$ cat config.mk
export PLATFORM = sky130hd
export DESIGN_NAME = load_store_unit
export DESIGN_NICKNAME = d
export VERILOG_FILES = /design/src/rtl/load_store_unit_pkg.sv /design/src/rtl/load_store_unit_load_align.sv /design/src/rtl/load_store_unit.sv
export SDC_FILE = /design/constraint.sdc
export NUM_CORES = 1
export LEC_CHECK = 0
export BUFFER_PORTS_ARGS = -buffer_cell sky130_fd_sc_hd__buf_4
export CORE_MARGIN = 2
export CORE_UTILIZATION = 51
export CTS_CLUSTER_SIZE = 25
export DETAILED_ROUTE_END_ITERATION = 8
export HOLD_SLACK_MARGIN = 0.1
export PLACE_DENSITY = 0.88
export SLEW_MARGIN = 40
export SYNTH_ARGS = -nofsm -noshare
export SYNTH_HDL_FRONTEND = slang
export SYNTH_HIERARCHICAL = 1
export SYNTH_SLANG_ARGS = --single-unit
$ cat constraint.sdc
create_clock -name clk -period 4.7 [get_ports clk]
set_input_delay 0.705 -clock clk [delete_from_list [all_inputs] [get_ports clk]]
set_output_delay 0.705 -clock clk [all_outputs]
set_load 0.02 [all_outputs]
$ cat src/rtl/load_store_unit_pkg.sv
// Shared ALU operation codes, LSU state encodings and memory-op decode helpers.
// Imported by the load/store unit and its load-alignment sub-module.
package load_store_unit_pkg;

  localparam logic ENABLE  = 1'b1;
  localparam logic DISABLE = 1'b0;

  localparam logic [5:0] ALU_NOP = 6'd0;
  localparam logic [5:0] ALU_ADD = 6'd1;
  localparam logic [5:0] ALU_SUB = 6'd2;
  localparam logic [5:0] ALU_LB  = 6'd20;
  localparam logic [5:0] ALU_LH  = 6'd21;
  localparam logic [5:0] ALU_LW  = 6'd22;
  localparam logic [5:0] ALU_LBU = 6'd23;
  localparam logic [5:0] ALU_LHU = 6'd24;
  localparam logic [5:0] ALU_SB  = 6'd25;
  localparam logic [5:0] ALU_SH  = 6'd26;
  localparam logic [5:0] ALU_SW  = 6'd27;

  localparam int LSU_TIMEOUT = 255;

  typedef enum logic [1:0] {
    LSU_IDLE = 2'd0,
    LSU_REQ  = 2'd1,
    LSU_WAIT = 2'd2,
    LSU_RESP = 2'd3
  } lsu_state_e;

  function automatic logic is_load(input logic [5:0] op);
    is_load = (op == ALU_LB) || (op == ALU_LH) || (op == ALU_LW) ||
              (op == ALU_LBU) || (op == ALU_LHU);
  endfunction

  function automatic logic is_store(input logic [5:0] op);
    is_store = (op == ALU_SB) || (op == ALU_SH) || (op == ALU_SW);
  endfunction

  function automatic logic is_mem_op(input logic [5:0] op);
    is_mem_op = is_load(op) || is_store(op);
  endfunction

  function automatic logic is_misaligned(input logic [5:0] op, input logic [1:0] ofs);
    case (op)
      ALU_LH, ALU_LHU, ALU_SH: is_misaligned = ofs[0];
      ALU_LW, ALU_SW:          is_misaligned = (ofs != 2'b00);
      default:                 is_misaligned = 1'b0;
    endcase
  endfunction

endpackage

$ cat src/rtl/load_store_unit_load_align.sv
// Selects the addressed byte/halfword of a read word and sign- or zero-extends it.
// Purely combinational; no backpressure.
module lsu_load_align
  import load_store_unit_pkg::*;
(
  input  logic [5:0]  alucode,
  input  logic [1:0]  ofs,
  input  logic [31:0] mem_rdata,
  output logic [31:0] load_ext
);

  logic [7:0]  lane_b;
  logic [15:0] lane_h;

  always_comb begin
    case (ofs)
      2'd0: lane_b = mem_rdata[7:0];
      2'd1: lane_b = mem_rdata[15:8];
      2'd2: lane_b = mem_rdata[23:16];
      2'd3: lane_b = mem_rdata[31:24];
    endcase
    // halfword accesses are only ever 2-byte aligned by the time data returns
    lane_h = ofs[1] ? mem_rdata[31:16] : mem_rdata[15:0];

    case (alucode)
      ALU_LB:  load_ext = {{24{lane_b[7]}}, lane_b};
      ALU_LBU: load_ext = {24'h0, lane_b};
      ALU_LH:  load_ext = {{16{lane_h[15]}}, lane_h};
      ALU_LHU: load_ext = {16'h0, lane_h};
      ALU_LW:  load_ext = mem_rdata;
      default: load_ext = '0;
    endcase
  end

endmodule

$ cat src/rtl/load_store_unit.sv
// Single-outstanding data-memory access stage: byte-lane stores, extended loads, misalign/timeout errors.
// Latency: misaligned 1 cycle, aligned >= 3 cycles; req_ready is low for the whole access.
module load_store_unit
  import load_store_unit_pkg::*;
#(
  parameter int TIMEOUT_CYCLES = LSU_TIMEOUT,
  parameter int CNT_W          = 8
) (
  input  logic        clk,
  input  logic        rst,
  input  logic        req_valid,
  output logic        req_ready,
  input  logic [5:0]  alucode,
  input  logic [31:0] addr,
  input  logic [31:0] store_data,
  output logic        resp_valid,
  output logic        resp_err,
  output logic [31:0] load_data,
  output logic        mem_req,
  input  logic        mem_gnt,
  output logic        mem_we,
  output logic [31:0] mem_addr,
  output logic [3:0]  mem_be,
  output logic [31:0] mem_wdata,
  input  logic        mem_ack,
  input  logic [31:0] mem_rdata
);

  localparam logic [CNT_W-1:0] CNT_LIMIT = CNT_W'(TIMEOUT_CYCLES - 1);

  lsu_state_e       state_q, state_d;
  logic [5:0]       op_q, op_d;
  logic [1:0]       ofs_q, ofs_d;
  logic             st_q, st_d;
  logic [CNT_W-1:0] cnt_q, cnt_d;
  logic             resp_valid_q, resp_valid_d;
  logic             resp_err_q, resp_err_d;
  logic [31:0]      load_data_q, load_data_d;
  logic             mem_req_q, mem_req_d;
  logic             mem_we_q, mem_we_d;
  logic [31:0]      mem_addr_q, mem_addr_d;
  logic [3:0]       mem_be_q, mem_be_d;
  logic [31:0]      mem_wdata_q, mem_wdata_d;
  logic [31:0]      load_ext;

  lsu_load_align u_load_align (
    .alucode   (op_q),
    .ofs       (ofs_q),
    .mem_rdata (mem_rdata),
    .load_ext  (load_ext)
  );

  assign req_ready  = (state_q == LSU_IDLE) & ~rst;
  assign resp_valid = resp_valid_q;
  assign resp_err   = resp_err_q;
  assign load_data  = load_data_q;
  assign mem_req    = mem_req_q;
  assign mem_we     = mem_we_q;
  assign mem_addr   = mem_addr_q;
  assign mem_be     = mem_be_q;
  assign mem_wdata  = mem_wdata_q;

  always_comb begin
    state_d      = state_q;
    op_d         = op_q;
    ofs_d        = ofs_q;
    st_d         = st_q;
    cnt_d        = cnt_q;
    resp_valid_d = DISABLE;
    resp_err_d   = resp_err_q;
    load_data_d  = load_data_q;
    mem_req_d    = mem_req_q;
    mem_we_d     = mem_we_q;
    mem_addr_d   = mem_addr_q;
    mem_be_d     = mem_be_q;
    mem_wdata_d  = mem_wdata_q;

    case (state_q)
      LSU_IDLE: begin
        // non-memory opcodes fall through untouched
        if (req_valid && req_ready && is_mem_op(alucode)) begin
          op_d        = alucode;
          ofs_d       = addr[1:0];
          st_d        = is_store(alucode);
          load_data_d = '0;
          if (is_misaligned(alucode, addr[1:0])) begin
            state_d      = LSU_RESP;
            resp_valid_d = ENABLE;
            resp_err_d   = ENABLE;
          end else begin
            state_d    = LSU_REQ;
            resp_err_d = DISABLE;
            mem_req_d  = ENABLE;
            mem_we_d   = is_store(alucode);
            mem_addr_d = {addr[31:2], 2'b00};
            case (alucode)
              ALU_SB: begin
                mem_be_d    = 4'b0001 << addr[1:0];
                mem_wdata_d = {4{store_data[7:0]}};
              end
              ALU_SH: begin
                mem_be_d    = addr[1] ? 4'b1100 : 4'b0011;
                mem_wdata_d = {2{store_data[15:0]}};
              end
              ALU_SW: begin
                mem_be_d    = 4'b1111;
                mem_wdata_d = store_data;
              end
              default: begin
                mem_be_d    = 4'b1111;
                mem_wdata_d = '0;
              end
            endcase
          end
        end
      end
      LSU_REQ: begin
        if (mem_gnt) begin
          state_d   = LSU_WAIT;
          mem_req_d = DISABLE;
          cnt_d     = '0;
        end
      end
      LSU_WAIT: begin
        cnt_d = cnt_q + 1'b1;
        // an ack arriving on the limit cycle still completes normally
        if (mem_ack) begin
          state_d      = LSU_RESP;
          resp_valid_d = ENABLE;
          resp_err_d   = DISABLE;
          load_data_d  = st_q ? '0 : load_ext;
        end else if (cnt_q == CNT_LIMIT) begin
          state_d      = LSU_RESP;
          resp_valid_d = ENABLE;
          resp_err_d   = ENABLE;
          load_data_d  = '0;
        end
      end
      LSU_RESP: begin
        state_d     = LSU_IDLE;
        resp_err_d  = DISABLE;
        load_data_d = '0;
      end
      default: state_d = LSU_IDLE;
    endcase
  end

  always_ff @(posedge clk or posedge rst) begin
    if (rst) begin
      state_q      <= LSU_IDLE;
      op_q         <= '0;
      ofs_q        <= '0;
      st_q         <= 1'b0;
      cnt_q        <= '0;
      resp_valid_q <= 1'b0;
      resp_err_q   <= 1'b0;
      load_data_q  <= '0;
      mem_req_q    <= 1'b0;
      mem_we_q     <= 1'b0;
      mem_addr_q   <= '0;
      mem_be_q     <= '0;
      mem_wdata_q  <= '0;
    end else begin
      state_q      <= state_d;
      op_q         <= op_d;
      ofs_q        <= ofs_d;
      st_q         <= st_d;
      cnt_q        <= cnt_d;
      resp_valid_q <= resp_valid_d;
      resp_err_q   <= resp_err_d;
      load_data_q  <= load_data_d;
      mem_req_q    <= mem_req_d;
      mem_we_q     <= mem_we_d;
      mem_addr_q   <= mem_addr_d;
      mem_be_q     <= mem_be_d;
      mem_wdata_q  <= mem_wdata_d;
    end
  end

endmodule

==> run_results.csv, run 1 <==
group,metric,value,unit
floorplanning,io_pins,212,
setup_path,path_cells,"mux2i_1 -> a211o_1 -> a311oi_4 -> a21o_1 -> nand2_1 -> o21ai_0",
clock_network,post_cts_resized,0,
floorplanning,die_w,116.3,um
layout,fillers,924,
layout,syn_to_final_growth,35.64,%
logic_synthesis,yosysSeqAreaShare,0.4707,
setup_path,crit_path_end_kind,"register",
logic_synthesis,synth-compound-area-share,0.1655,
power_and_ir_drop,power_density,536.3,mW/mm2
logic_synthesis,synthXorXnorAreaFrac,0.004085,
clock_network,cts_root_buffer,"clkbuf_16",
clock_network,clkLatencyLatePin,0.41,ns
clock_network,cts_buffers,17,
layout,fin_nets,906,
power_and_ir_drop,ir_drop,375.5,uV
drt,wl_per_cell,17.85,um
grt,grt_max_degree,68,
clock_network,cts_tree,"done",
timing,fin_crit,2.497,ns
timing,rsz0062_at_grt,"no",
timing,drv_slew,0,
timing,slew_headroom,0.4797,
timing,setup_tns,0,ns
power_and_ir_drop,p_leak,4.264,nW
setup_path,crit_buf_inv,0,
logic_synthesis,synth_area,0.006432,mm2
setup_path,cpLargestDelayFamily,"compound AO/OA/AOI/OAI gates",
logic_synthesis,synth_edf_count,0,
setup_path,cpPeakStageDelay,0.82,ns
floorplanning,start_util,0.5160,
setup_path,crit_fanout,16,
logic_synthesis,ys_types,61,
drt,ant_nets,0,
drt,dr_total_vias,5489,
drt,viasPerCell,5.612,
clock_network,h-tree-depth,4,
setup_path,critical_path_class,"register to register",
logic_synthesis,async_reset_ff_frac,1.000,
logic_synthesis,ys_top_cells_by_area,"dfrtp_1, mux2_2, mux2_4",
clock_network,hold_buffers,0,
floorplanning,die_h,116.3,um
setup_path,cp_slowest_cell,"dfrtp_1",
timing,fin_crit_sh,0.5313,
setup_path,crit_required,5.02,ns
timing,hold_viol,0,
placed_design,gp_congestion,0.9359,
placed_design,port_buffers,209,
grt,track_usage,0.2616,
logic_synthesis,synthCells,599,
drt,dr.pass1.iters,5,
clock_network,post_cts_buffers,0,
drt,drc,0,
timing,fmax,400.5,MHz
flow_run,cap_violations,0,
outcome,outcome,"complete, no violations",
logic_synthesis,synth_top_flop_cell,"dfrtp_1",
logic_synthesis,synth_fa_ha_area_frac,0.01167,
logic_synthesis,yosys.area_share.simple,0.1338,
logic_synthesis,yosys_warnings,6,
placed_design,hpwl,12620,um
floorplanning,fp-row-count,41,
logic_synthesis,synth_top_cell_area_share,0.4707,
grt,grt-ovfl-total,0,
power_and_ir_drop,power,4.679,mW
grt,grt_pass1_vias,5470,
setup_path,cp_data_arrival_time,2.82,ns
clock_network,clk_pin_slew,0.06,ns
clock_network,clockBufferDepth,2,
drt,routed_wl,17460,um
timing,worst_pin_slew,0.7805,ns
logic_synthesis,synth_common_cells,"dfrtp_1, nand2_1, o21ai_0",
layout,drive_above_1_share,0.4132,
logic_synthesis,ys_ff_latch,121,
logic_synthesis,yosysTopAreaCell,"dfrtp_1",
timing,whs,0.3814,ns
timing,finClkSkew,0.006621,ns
floorplanning,core_area,0.01247,mm2
logic_synthesis,yosysMostFrequentCell,"dfrtp_1",
setup_path,cp-start-kind,"register",
grt,grt_antenna_before_repair,0,
timing,setup_viol,0,
drt,drtIter0Drc,502,
logic_synthesis,synth_mux_area_frac,0.1679,
logic_synthesis,synth_top_family_by_area,"multiplexers",
layout,n_antenna_cell,0,
grt,grt_pass1_wl,27440,um
clock_network,cts_sinks,121,
logic_synthesis,syn-mean-instance-area,10.74,um2
floorplanning,die_area,0.01353,mm2
worst_hold_path,hold_class,"primary input to asynchronous set/reset pin",
==> state kept, by name, indices dropped and copies added (netlist names) <==
register and flops:
resp_valid 1, cnt_q 8, state_q 2, ofs_q 2
mem_req 1, load_data 32, op_q 6, mem_wdata 32
mem_be 4, mem_addr 30, resp_err 1, st_q 1
mem_we 1
==> routing by layer <==
layer,global-route usage,vias up,wire length [um]
met4,0.09206,0,328
met1,0.3304,2623,6881
li1,-,2525,-
met5,0,-,0
met3,0.07888,33,1667
met2,0.4298,308,8585
==> per-stage QoR <==
stage / cell area, um2 / util / setup WS, ns / std cells
after floorplan: 6436 / - / 0.7808 / 600
after global placement: 8043 / 0.6452 / 1.952 / 946
after detailed placement: 8054 / 0.6461 / 1.847 / 946
after CTS: 8722 / 0.6997 / 2.189 / 978
after global routing: 8725 / 0.6999 / 2.006 / 978
final: 8725 / 0.6999 / 2.203 / 978
==> kinds of logic (layout without fill, tap and decap cells) <==
group,count (synthesis),after routing
AOI/OAI and AO/OA,155,155
xor gates and xnor gates,3,3
adders and majority gates,6,6
buffers and inverters,56,262
DFF,121,121
muxes,83,83
other,1,2
and+or+nand+nor,174,174
==> cell type report <==
cell class                 instances  area (um2)  share of cell area
timing repair buffer             213        1612              0.1847
tap                              172       215.2             0.02467
clock inverter                    12       221.5             0.02538
clock buffer                      20       446.7             0.05120
multi-input combinational        423        3136              0.3594
inverter                          17       66.31            0.007601
sequential                       121        3028              0.3471
==> final timing paths <==
kind | end | cells past startpoint | slack (ns) | from
hold / removal | mem_we$_DFFE_PP0P_ | 2 | 0.38 | rst
min in group clk | load_data[10]$_DFFE_PP0P_ | 2 | 0.48 | load_data[10]$_DFFE_PP0P_
setup reg to reg | load_data[22]$_DFFE_PP0P_ | 6 | 2.20 | ofs_q[1]$_DFFE_PP0P_
setup / recovery | load_data[22]$_DFFE_PP0P_ | 6 | 2.20 | ofs_q[1]$_DFFE_PP0P_
hold reg to reg | load_data[10]$_DFFE_PP0P_ | 2 | 0.48 | load_data[10]$_DFFE_PP0P_
max in group asynchronous | mem_addr[7]$_DFFE_PP0P_ | 3 | 3.36 | rst
==> power by group <==
part	total [mW]	switching [mW]	internal (mW)	leakage, nW
clock	1.48	0.470	1.01	0.316
combinational	1.67	0.886	0.783	2.33
sequential	1.53	0.242	1.29	1.62
total	4.68	1.60	3.08	4.26
==> placed cells by master (no fill, tap or decap), types with 3 or more instances in the layout <==
cell,Yosys,layout
inv_1,16,15
mux4_2,7,7
ha_1,6,6
nand4_1,3,3
clkbuf_16,0,17
nor2_1,32,30
nand2_1,87,87
mux2_2,41,41
a2bb2oi_1,9,9
a22oi_1,8,8
nor2b_1,14,13
a221o_1,16,16
bufinv_16,0,6
buf_4,3,212
and3_1,9,9
a21o_1,17,17
a211oi_1,8,8
mux2_4,22,22
a21oi_1,31,31
dfrtp_1,121,121
mux2i_1,13,13
nand2b_1,3,3
clkinvlp_4,0,3
o21ai_0,50,50
or3_1,3,3
(Power assumes the default switching activity.)
==> run 2: changes to the inputs <==
==> constraint.sdc (replaced) <==
create_clock -name clk -period 2.5 [get_ports clk]
set_input_delay 0.375 -clock clk [delete_from_list [all_inputs] [get_ports clk]]
set_output_delay 0.375 -clock clk [all_outputs]
set_load 0.02 [all_outputs]
==> run_results.csv, run 2 (synthesis results as in run 1) <==
group,metric,value,unit
outcome,outcome,"complete, no violations",
timing,setup_tns,0,ns
drt,dr.pass1.iters,6,
placed_design,dp.cells,957,
layout,syn_to_final_growth,36.72,%
layout,drive_above_1_share,0.4186,
placed_design,hpwl,12670,um
timing,fin_crit,2.173,ns
setup_path,crit_required,2.84,ns
drt,dr_total_vias,5596,
clock_network,cts_sinks,121,
setup_path,crit_start,"ofs_q[0]$_DFFE_PP0P_",
layout,final_common_cell,"buf_4",
clock_network,clkLatencyLatePin,0.42,ns
drt,drtIter0Drc,409,
power_and_ir_drop,power_density,998.8,mW/mm2
timing,setup_slack,0.3269,ns
layout,final_cells,989,
layout,fillers,901,
setup_path,r2r_cells,6,
timing,setup_viol,0,
setup_path,crit_fanout,12,
floorplanning,die_area,0.01353,mm2
timing,drv_slew,0,
floorplanning,core_area,0.01247,mm2
clock_network,h-tree-depth,4,
clock_network,post_cts_buffers,0,
floorplanning,fp-row-count,41,
grt,track_usage,0.2666,
setup_path,r2r_slack,0.33,ns
setup_path,rr_endpoint,"load_data[8]$_DFFE_PP0P_",
power_and_ir_drop,p_leak,4.311,nW
setup_path,critical_path_class,"register to register",
timing,worst_pin_slew,0.8179,ns
clock_network,clk_pin_slew,0.06,ns
setup_path,cp_data_arrival_time,2.51,ns
setup_path,cp-start-kind,"register",
timing,fin_crit_sh,0.8692,
layout,postLayoutCoreUtil,0.7055,
timing,hold_viol,0,
grt,grt_pass1_vias,5707,
grt,grt_antenna_before_repair,0,
placed_design,place_ws,0.3205,ns
drt,routed_wl,17750,um
layout,n_antenna_cell,0,
setup_path,crit_path_end,"load_data[8]$_DFFE_PP0P_",
power_and_ir_drop,ir_drop,764.9,uV
placed_design,port_buffers,209,
clock_network,cts_buffers,17,
timing,finClkSkew,0.005481,ns
floorplanning,io_pins,212,
drt,ant_nets,0,
setup_path,worstReg2RegStart,"ofs_q[0]$_DFFE_PP0P_",
floorplanning,die_w,116.3,um
timing,fmax,460.2,MHz
grt,grt_max_degree,74,
clock_network,hold_buffers,0,
placed_design,placed_area,0.008152,mm2
clock_network,cts_tree,"done",
drt,viasPerCell,5.658,
layout,fin_area,0.008795,mm2
worst_hold_path,hold_class,"primary input to asynchronous set/reset pin",
power_and_ir_drop,power,8.784,mW
floorplanning,die_h,116.3,um
timing,whs,0.07235,ns
timing,rsz0062_at_grt,"no",
setup_path,cp_slowest_cell,"dfrtp_1",
setup_path,cpPeakStageDelay,0.68,ns
setup_path,crit_path_end_kind,"register",
grt,grt-ovfl-total,0,
flow_run,cap_violations,0,
layout,fin_nets,917,
clock_network,cts_root_buffer,"clkbuf_16",
clock_network,post_cts_resized,0,
placed_design,gp_congestion,0.9157,
timing,slew_headroom,0.4508,
floorplanning,start_util,0.5160,
setup_path,path_cells,"mux2i_1 -> mux2_2 -> nor4_4 -> a221o_1 -> nand2_1 -> o21ai_0",
layout,mostFrequentLayoutCells,"buf_4, dfrtp_1, nand2_1, o21ai_0, mux2_2",
grt,grt_pass1_wl,27920,um
clock_network,clockBufferDepth,2,
drt,wl_per_cell,17.95,um
drt,drc,0,
[run 2: final cells by class]
cell class / instances / area (um2) / area share
Timing Repair Buffer: 224 / 1719 / 0.1955
Clock buffer: 19 / 442.9 / 0.05036
Multi-Input combinational cell: 423 / 3122 / 0.3550
Tap cell: 172 / 215.2 / 0.02447
Inverter: 17 / 67.56 / 0.007682
Clock inverter: 13 / 200.2 / 0.02276
Sequential cell: 121 / 3028 / 0.3443
[run 2: per-layer routing]
metal  up-vias  track usage  part of all wire
met5         -            0                 0
met1      2712       0.3251              0.39
met4         0       0.1190             0.025
met3        48      0.08095             0.091
li1       2544            -                 -
met2       292       0.4384              0.50
[run 2: critical path: cells and delay by family, from the launching register on]
kind | cells | cell delay [ns]
flops | 1 | 0.68
mux | 2 | 0.60
simple gates | 2 | 0.45
compound gates | 2 | 0.35
[run 2: report_power, final]
part	switching, mW	internal [mW]	leakage, nW
logic	1.73	1.53	2.39
clock network	0.898	1.78	0.305
registers	0.407	2.43	1.62
total	3.04	5.75	4.31
[run 2: how the worst min path moves through the flow]
stage | end | start
after floorplan | st_q$_DFFE_PP0P_ | st_q$_DFFE_PP0P_
after global placement | load_data[4]$_DFFE_PP0P_ | load_data[4]$_DFFE_PP0P_
after detailed placement | load_data[18]$_DFFE_PP0P_ | load_data[18]$_DFFE_PP0P_
after CTS | cnt_q[1]$_DFFE_PP0P_ | rst
after global routing | cnt_q[2]$_DFFE_PP0P_ | rst
final | cnt_q[4]$_DFFE_PP0P_ | rst
